[config.mk]
export PLATFORM = sky130hd
export DESIGN_NAME = ibex_pmp_csr
export DESIGN_NICKNAME = d
export VERILOG_FILES = /design/src/rtl/ibex_pkg.sv /design/src/rtl/ibex_pmp_cfg_wrfilter.sv /design/src/rtl/ibex_pmp_csr.sv
export SDC_FILE = /design/constraint.sdc
export NUM_CORES = 1
export LEC_CHECK = 0
export CAP_MARGIN = 5
export CELL_PAD_IN_SITES_DETAIL_PLACEMENT = 0
export CELL_PAD_IN_SITES_GLOBAL_PLACEMENT = 2
export CORE_ASPECT_RATIO = 0.7
export CORE_MARGIN = 5
export CORE_UTILIZATION = 31
export CTS_CLUSTER_DIAMETER = 120
export DETAILED_ROUTE_END_ITERATION = 7
export GPL_TIMING_DRIVEN = 0
export HOLD_SLACK_MARGIN = 0.02
export PLACE_DENSITY_LB_ADDON = 0.1
export SLEW_MARGIN = 40
export SYNTH_ARGS = -nofsm -noshare
export SYNTH_HDL_FRONTEND = slang
export SYNTH_SLANG_ARGS = --single-unit
export TNS_END_PERCENT = 5
[constraint.sdc]
create_clock -name clk_i -period 3.9 [get_ports clk_i]
set_input_delay 0.78 -clock clk_i [delete_from_list [all_inputs] [get_ports clk_i]]
set_output_delay 0.78 -clock clk_i [all_outputs]
set_load 0.03 [all_outputs]
[src/rtl/ibex_pkg.sv]
// PMP CSR types, mode encodings and CSR address map.
// Shared by the CSR file, its write filter and the PMP checker.
package ibex_pkg;

  typedef enum logic [1:0] {
    PMP_MODE_OFF   = 2'b00,
    PMP_MODE_TOR   = 2'b01,
    PMP_MODE_NA4   = 2'b10,
    PMP_MODE_NAPOT = 2'b11
  } pmp_cfg_mode_e;

  typedef struct packed {
    logic          lock;
    pmp_cfg_mode_e mode;
    logic          exec;
    logic          write;
    logic          read;
  } pmp_cfg_t;

  typedef struct packed {
    logic rlb;
    logic mmwp;
    logic mml;
  } pmp_mseccfg_t;

  localparam logic [11:0] CSR_PMPCFG0   = 12'h3A0;
  localparam logic [11:0] CSR_PMPADDR0  = 12'h3B0;
  localparam logic [11:0] CSR_MSECCFG   = 12'h747;
  localparam logic [11:0] CSR_MSECCFGH  = 12'h757;
  localparam int          PMP_MAX_REGIONS = 16;

  // Architectural byte layout: L at bit 7, bits 6:5 hardwired to zero.
  function automatic logic [7:0] pmp_cfg_to_byte(pmp_cfg_t c);
    return {c.lock, 2'b00, c.mode, c.exec, c.write, c.read};
  endfunction

  function automatic pmp_cfg_t pmp_byte_to_cfg(logic [7:0] b);
    pmp_cfg_t c;
    c.lock  = b[7];
    c.mode  = pmp_cfg_mode_e'(b[4:3]);
    c.exec  = b[2];
    c.write = b[1];
    c.read  = b[0];
    return c;
  endfunction

endpackage

[src/rtl/ibex_pmp_cfg_wrfilter.sv]
// Purpose: legalises one pmpcfg byte write against lock and MML rules.
// Latency: combinational. Backpressure: none, a rejected write is silently dropped.
module ibex_pmp_cfg_wrfilter
  import ibex_pkg::*;
#(
  parameter int PMPGranularity = 0
) (
  input  logic       wr_en,
  input  logic [7:0] wr_byte,
  input  pmp_cfg_t   cfg_q,
  input  logic       mml,
  input  logic       rlb,
  output logic       cfg_we,
  output pmp_cfg_t   cfg_d
);

  pmp_cfg_t wr_cfg;
  logic     locked;
  logic     mml_illegal;

  assign wr_cfg = pmp_byte_to_cfg(wr_byte);

  always_comb begin
    cfg_d = wr_cfg;
    // R=0,W=1 is reserved outside machine-mode lockdown.
    if (!mml && !wr_cfg.read && wr_cfg.write) begin
      cfg_d.write = 1'b0;
    end
    if (PMPGranularity >= 1 && wr_cfg.mode == PMP_MODE_NA4) begin
      cfg_d.mode = cfg_q.mode;
    end
  end

  assign locked      = cfg_q.lock & ~rlb;
  assign mml_illegal = mml & ~rlb & wr_cfg.lock &
                       ((~wr_cfg.read & wr_cfg.write) |
                        (wr_cfg.exec & ~(wr_cfg.read & wr_cfg.write)));
  assign cfg_we      = wr_en & ~locked & ~mml_illegal;

endmodule

[src/rtl/ibex_pmp_csr.sv]
// Purpose: PMP CSR file (pmpcfg, pmpaddr, mseccfg) feeding the PMP checker.
// Latency: reads combinational, writes visible on outputs one cycle later. Backpressure: none.
module ibex_pmp_csr
  import ibex_pkg::*;
#(
  parameter int PMPNumRegions  = 4,
  parameter int PMPGranularity = 0
) (
  input  logic         clk_i,
  input  logic         rst_i,
  input  logic         csr_access_i,
  input  logic         csr_we_i,
  input  logic [11:0]  csr_addr_i,
  input  logic [31:0]  csr_wdata_i,
  output logic [31:0]  csr_rdata_o,
  output logic         csr_hit_o,
  output pmp_cfg_t     csr_pmp_cfg_o [PMPNumRegions],
  output logic [33:0]  csr_pmp_addr_o [PMPNumRegions],
  output pmp_mseccfg_t csr_pmp_mseccfg_o
);

  pmp_cfg_t                 cfg_q   [PMPNumRegions];
  logic [7:0]               cfg_rd  [PMP_MAX_REGIONS];
  logic [31:0]              addr_rd [PMP_MAX_REGIONS];
  logic [PMPNumRegions-1:0] lock_vec;
  pmp_mseccfg_t             mseccfg_q;
  logic                     wr;
  logic                     cfg_hit;
  logic                     addr_hit;

  assign cfg_hit   = csr_addr_i[11:2] == CSR_PMPCFG0[11:2];
  assign addr_hit  = csr_addr_i[11:4] == CSR_PMPADDR0[11:4];
  assign csr_hit_o = cfg_hit | addr_hit | (csr_addr_i == CSR_MSECCFG) |
                     (csr_addr_i == CSR_MSECCFGH);
  assign wr        = csr_access_i & csr_we_i & ~rst_i;

  for (genvar r = 0; r < PMP_MAX_REGIONS; r++) begin : g_regions
    if (r < PMPNumRegions) begin : g_impl
      localparam logic [11:0] CfgAddr  = CSR_PMPCFG0 + 12'(r / 4);
      localparam logic [11:0] AddrAddr = CSR_PMPADDR0 + 12'(r);

      pmp_cfg_t    cfg_r;
      pmp_cfg_t    cfg_d;
      logic        cfg_we;
      logic [31:0] addr_r;
      logic [31:0] addr_rd_v;
      logic        addr_locked;

      ibex_pmp_cfg_wrfilter #(
        .PMPGranularity(PMPGranularity)
      ) u_wrfilter (
        .wr_en  (wr && csr_addr_i == CfgAddr),
        .wr_byte(csr_wdata_i[8*(r%4) +: 8]),
        .cfg_q  (cfg_r),
        .mml    (mseccfg_q.mml),
        .rlb    (mseccfg_q.rlb),
        .cfg_we (cfg_we),
        .cfg_d  (cfg_d)
      );

      // A locked TOR region above also freezes this region's address (its base).
      if (r + 1 < PMPNumRegions) begin : g_tor
        assign addr_locked = ~mseccfg_q.rlb &
                             (cfg_r.lock | (cfg_q[r+1].mode == PMP_MODE_TOR & cfg_q[r+1].lock));
      end else begin : g_top
        assign addr_locked = ~mseccfg_q.rlb & cfg_r.lock;
      end

      always_ff @(posedge clk_i) begin
        if (rst_i) begin
          cfg_r  <= '0;
          addr_r <= '0;
        end else begin
          if (cfg_we) begin
            cfg_r <= cfg_d;
          end
          if (wr && csr_addr_i == AddrAddr && !addr_locked) begin
            addr_r <= csr_wdata_i;
          end
        end
      end

      always_comb begin
        addr_rd_v = addr_r;
        for (int b = 0; b < 32; b++) begin
          if (cfg_r.mode == PMP_MODE_NAPOT && b < PMPGranularity - 1) begin
            addr_rd_v[b] = 1'b1;
          end
          if ((cfg_r.mode == PMP_MODE_OFF || cfg_r.mode == PMP_MODE_TOR) && b < PMPGranularity) begin
            addr_rd_v[b] = 1'b0;
          end
        end
      end

      assign cfg_q[r]          = cfg_r;
      assign lock_vec[r]       = cfg_r.lock;
      assign cfg_rd[r]         = pmp_cfg_to_byte(cfg_r);
      assign addr_rd[r]        = addr_rd_v;
      assign csr_pmp_cfg_o[r]  = cfg_r;
      assign csr_pmp_addr_o[r] = {addr_r, 2'b00};
    end else begin : g_unimpl
      assign cfg_rd[r]  = '0;
      assign addr_rd[r] = '0;
    end
  end

  always_ff @(posedge clk_i) begin
    if (rst_i) begin
      mseccfg_q <= '0;
    end else if (wr && csr_addr_i == CSR_MSECCFG) begin
      mseccfg_q.mml  <= mseccfg_q.mml | csr_wdata_i[0];
      mseccfg_q.mmwp <= mseccfg_q.mmwp | csr_wdata_i[1];
      mseccfg_q.rlb  <= csr_wdata_i[2] & (mseccfg_q.rlb | ~|lock_vec);
    end
  end

  assign csr_pmp_mseccfg_o = mseccfg_q;

  always_comb begin
    csr_rdata_o = '0;
    if (csr_access_i) begin
      if (cfg_hit) begin
        csr_rdata_o = {cfg_rd[{csr_addr_i[1:0], 2'd3}], cfg_rd[{csr_addr_i[1:0], 2'd2}],
                       cfg_rd[{csr_addr_i[1:0], 2'd1}], cfg_rd[{csr_addr_i[1:0], 2'd0}]};
      end else if (addr_hit) begin
        csr_rdata_o = addr_rd[csr_addr_i[3:0]];
      end else if (csr_addr_i == CSR_MSECCFG) begin
        csr_rdata_o = {29'b0, mseccfg_q};
      end
    end
  end

endmodule

# After elaboration in Yosys (flattened, before gate mapping)
# Index checks and enable logic that the tools add are counted.
# word_totals
ff_bits	155
latchBits	0
mem_bits_rw	0
romBits	0
inputBits	48
out_inout_bits	196
wordCells	174
memories	0
# op_classes
add_sub_neg	0
multipliers	0
n_div	0
n_lt_le_gt_ge	5
eq_ne	12
shift	0
n_mux	23
bitwise	78
reduce_logical	29
# ops
op	n
$mux W32	5
$bmux W32 S4	1
$bmux W8 S4	4
$mux W8	8
$eq A12 B10 Y1 const B	5
$and A1 B1 Y1	42
$ge A5 B5 Y1 const B	5
$not A4 Y5	5
$eq A12 B11 Y1 const B	2
$logic_and A1 B1 Y1	18
$not A1 Y1	18
$or A1 B1 Y1	13
$eq A10 B8 Y1 const B	1
$logic_not A1 Y1	10
$eq A8 B6 Y1 const B	1
$eq A2 B1 Y1 const B	3
$mux W1	4
$reduce_or A4 Y1	1
$mux W3	1

# Logic depth before layout (Yosys ltp)
# logic_depth
depth_word	7
depth_mapped	7

# Hierarchy
# From an unflattened synthesis, not the netlist that was laid out.
# unflattened
cells_unflattened	715
area_unflattened_um2	7722.4
# modules_own_cells
module	instances	cells_per_inst	area_per_inst_um2	seq_area_each_um2
ibex_pmp_csr	1	671	7407.1	3103.0
ibex_pmp_cfg_wrfilter	4	11	78.8	0.0

# Least setup slack after synthesis
# Ideal clock, no wire load.
# synth_path
path_kind	input-to-output
start	input port csr_addr_i[10]
end	output port csr_rdata_o[17]
arrival_ns	2.619
slack_ns	0.501
cell_stages	5
path_cell_list	nand4bb_2 or4_1 buf_2 clkbuf_1 o2bb2ai_1
# synth_between
elab_chain_cells	4
elab_cells_between_ends	5
# synth_lines
item	line_no	text
from (decl)	ibex_pmp_csr.sv:13	input logic [11:0] csr_addr_i,
$eq A8 B6 Y1	ibex_pmp_csr.sv:32	assign addr_hit = csr_addr_i[11:4] == CSR_PMPADDR0[11:4];
$mux W32	ibex_pmp_csr.sv:125	end else if (addr_hit) begin
$mux W32 *	ibex_pmp_csr.sv:122	if (cfg_hit) begin
$mux W32 *	ibex_pmp_csr.sv:121	if (csr_access_i) begin
to (decl)	ibex_pmp_csr.sv:15	output logic [31:0] csr_rdata_o,
# Every way passes the cells marked *; elsewhere a longest branch is shown, timed or not.

# Final worst setup path
# layout_path
start	input port csr_addr_i[3]
end	output port csr_rdata_o[31]
# layout_between
elab_chain_cells	7
elab_cells_between_ends	8
# layout_lines
item	line_no	text
$not A4 Y5 (not written as such)	ibex_pmp_csr.sv:126	csr_rdata_o = addr_rd[csr_addr_i[3:0]];
$bmux W32 S4	ibex_pmp_csr.sv:126	
$mux W32 (not written as such) (2 in a row)	ibex_pmp_csr.sv:126	
$mux W32	ibex_pmp_csr.sv:125	
$mux W32 *	ibex_pmp_csr.sv:122	
$mux W32 *	ibex_pmp_csr.sv:121	
# Every way passes the cells marked *; elsewhere a longest branch is shown, timed or not. The select of a mux whose other input is x is not followed.

==> metrics.txt <==
status complete, no violations; Critical path origin csr_addr_i[3]; Avg Cell Area, Syn 10.7 sq um; unrepaired setup endpoints after global routing true; EDFF count, synth 0; crit share post-route 97.1%; Critical R2R Launch csr_pmp_mseccfg_o[2]; Synth Flop Type dfxtp_1; Die Y 142 microns; most frequent cells in the layout clkdlybuf4s50_1 (202), nand2b_1 (182), dfxtp_1 (155); Avg WL per Cell ~23 microns; cells after synthesis 720; crit path launch type input pin; Synth area leader dfxtp_1; fraction of layout cells with a size suffix above 1 approximately 14%; drt first pass iters 5; setup total negative slack 0 ns; leading cell type in the layout, fill and taps excluded clkdlybuf4s50_1; Worst Hold Class reg -> reg; max frequency between 200 and 300 MHz; Net count, final approximately 1.0k; final hold slack 0.491 ns; #FFs+latches synth 155; met1 Track Usage GR a little under a third; Initial Util 31.4%; first-pass GRT wire length 43600 microns; Hold Startpoint g_regions[0].g_impl.addr_r[21]; antenna violations before repair 2; Arr. time, crit path 3.01 ns; Tot GR Track Use 20.9%; Setup WS post-layout 0.113 ns; final hold violation count 0; row cnt 48; dpl hpwl 22100 microns; yosys warns 0; M2 GR Usage 31.6%; port bufs 234; Post-Route WL 29900 microns; Seq/Total Area, Yosys 40.1%; post-synth top area share 40.1%; post-route antenna net violation count 0; Max Clock Skew 0.0128 ns; CP max FO 10; CP required approximately 3.1 ns; DRC 0; GRT Residual Overflow 0; Setup Crit Path Kind in -> out; chip width 199 microns; Clock Tree Root clkbuf_16; die area 28300 sq um; clk buf depth 2; crit path capture type output pin; hold buffer count at CTS 0; Post-synth ARST share 0%; dpl ws -0.852 ns; mapped cell area 7740 sq um; Hold Path Stages 2; Clock Pin Slew Worst Setup and Hold Paths 0.06 ns; Core Footprint 24600 sq um; Leak 4.58 nW; TritonCTS clock tree done; DR vias/cell 4.77; pins over their slew limit 0; Reg2Reg Depth 7; GRT Max-Usage Layer met2; final core utilization between 40 and 50%; Skew-Pair Late Insertion Delay 0.43 ns; worst slew pin tran between 0.8 and 0.9 ns; GPL Wtd Cong 0.787; clk sinks 155; slew margin rel. 43.6%; Max Cap Violations 0; final setup fails 0; crit path time final ~3.8 ns; Area Growth Syn to Fin 43.6%; H-Tree Depth 4; Netlist cell types 45; vias in the first global route about 6.5k; CTS Buf Count 17; IO Pins 244; most area-consuming cells after synthesis dfxtp_1 (40%), mux2i_1 (19%), nand2b_1 (15%); largest net degree at the start of global routing 17; DR iter-0 viols 293; fin cells 1320; met3 usage 5.44%; Worst IR Drop VDD ~0.27 mV; via count around 6.3k; Cells after DPL 1286; PwrDens 321 nW/um^2
-- flip-flops by register name, summed over array words and instances, names as in the netlist --
register                 count
g_regions.g_impl.addr_r    128
csr_pmp_mseccfg_o            3
csr_pmp_cfg_o               24
-- per-stage QoR --
| step | total power [mW] | cell area [sq um] |
|---|---|---|
| 2_1_floorplan | 1.74 | 7760 |
| 4_1_cts | 3.60 | 11100 |
| 6_report | 3.57 | 11100 |
| 3_3_place_gp | 1.86 | 10500 |
| 3_5_place_dp | 1.86 | 10500 |
| 5_1_grt | 3.67 | 11100 |
-- routing by layer --
layer / up-vias / routed length (microns)
li1: 3009 / -
met1: 3085 / 14900
met2: 187 / 13000
met3: 15 / 1810
met4: 2 / 204
met5: - / 7
-- power by group --
part / total, mW / switching, mW / internal, mW
sequential: 1.58 / 0.0000439 / 1.58
clock: 1.74 / 0.742 / 0.995
combinational: 0.247 / 0.136 / 0.110
-- area by class of cell --
cell class                 instances  area [sq um]
sequential                       155          3100
fill                            2425         13500
buffer                            61           343
multi-input combinational        485          4280
clock buffer                      19           453
antenna                            1          2.50
clock inverter                    13           155
inverter                          26          97.6
timing repair buffer             235          2270
tap                              325           407
-- kinds of logic after synthesis --
family / share of synthesized area [%]
other cells: 0.0485
compound gates: 4.49
buf+inv: 5.32
mux: 29.2
simple gates: 20.9
flops: 40.1
-- synthesized netlist by cell type (all sizes together), types with 3 or more instances --
| cell | count |
|---|---|
| nand2b | 182 |
| dfxtp | 155 |
| mux2i | 149 |
| mux4 | 32 |
| clkbuf | 31 |
| buf | 30 |
| inv | 26 |
| nor2b | 21 |
| o2bb2ai | 21 |
| nor2 | 14 |
| nand2 | 8 |
| mux2 | 4 |
| nand3 | 4 |
| nor4 | 4 |
| o2111ai | 4 |
| o21ai | 4 |
| a21oi | 3 |
| nor3 | 3 |
| or4b | 3 |
-- worst max-delay path: stages --
cell and delay, ns:
clkdlybuf4s50_1 0.48, or2_2 0.34, or4_4 0.56, buf_4 0.23, o2bb2ai_1 0.18, dlygate4sd2_1 0.43
-- timing repair --
item                                    4_1_cts  5_1_grt
pin swaps                                     0        0
buffers inserted                              1        0
endpoints found under the setup margin       32       30
gates resized for setup                     100       19
-- final timing paths --
kind / end / slack (ns)
max: csr_rdata_o[31] / 0.11
min: g_regions[0].g_impl.addr_r[21] / 0.49
min reg2reg: g_regions[0].g_impl.addr_r[21] / 0.49
max reg2reg: g_regions[3].g_impl.addr_r[14] / 1.49
(Power assumes the default switching activity.)
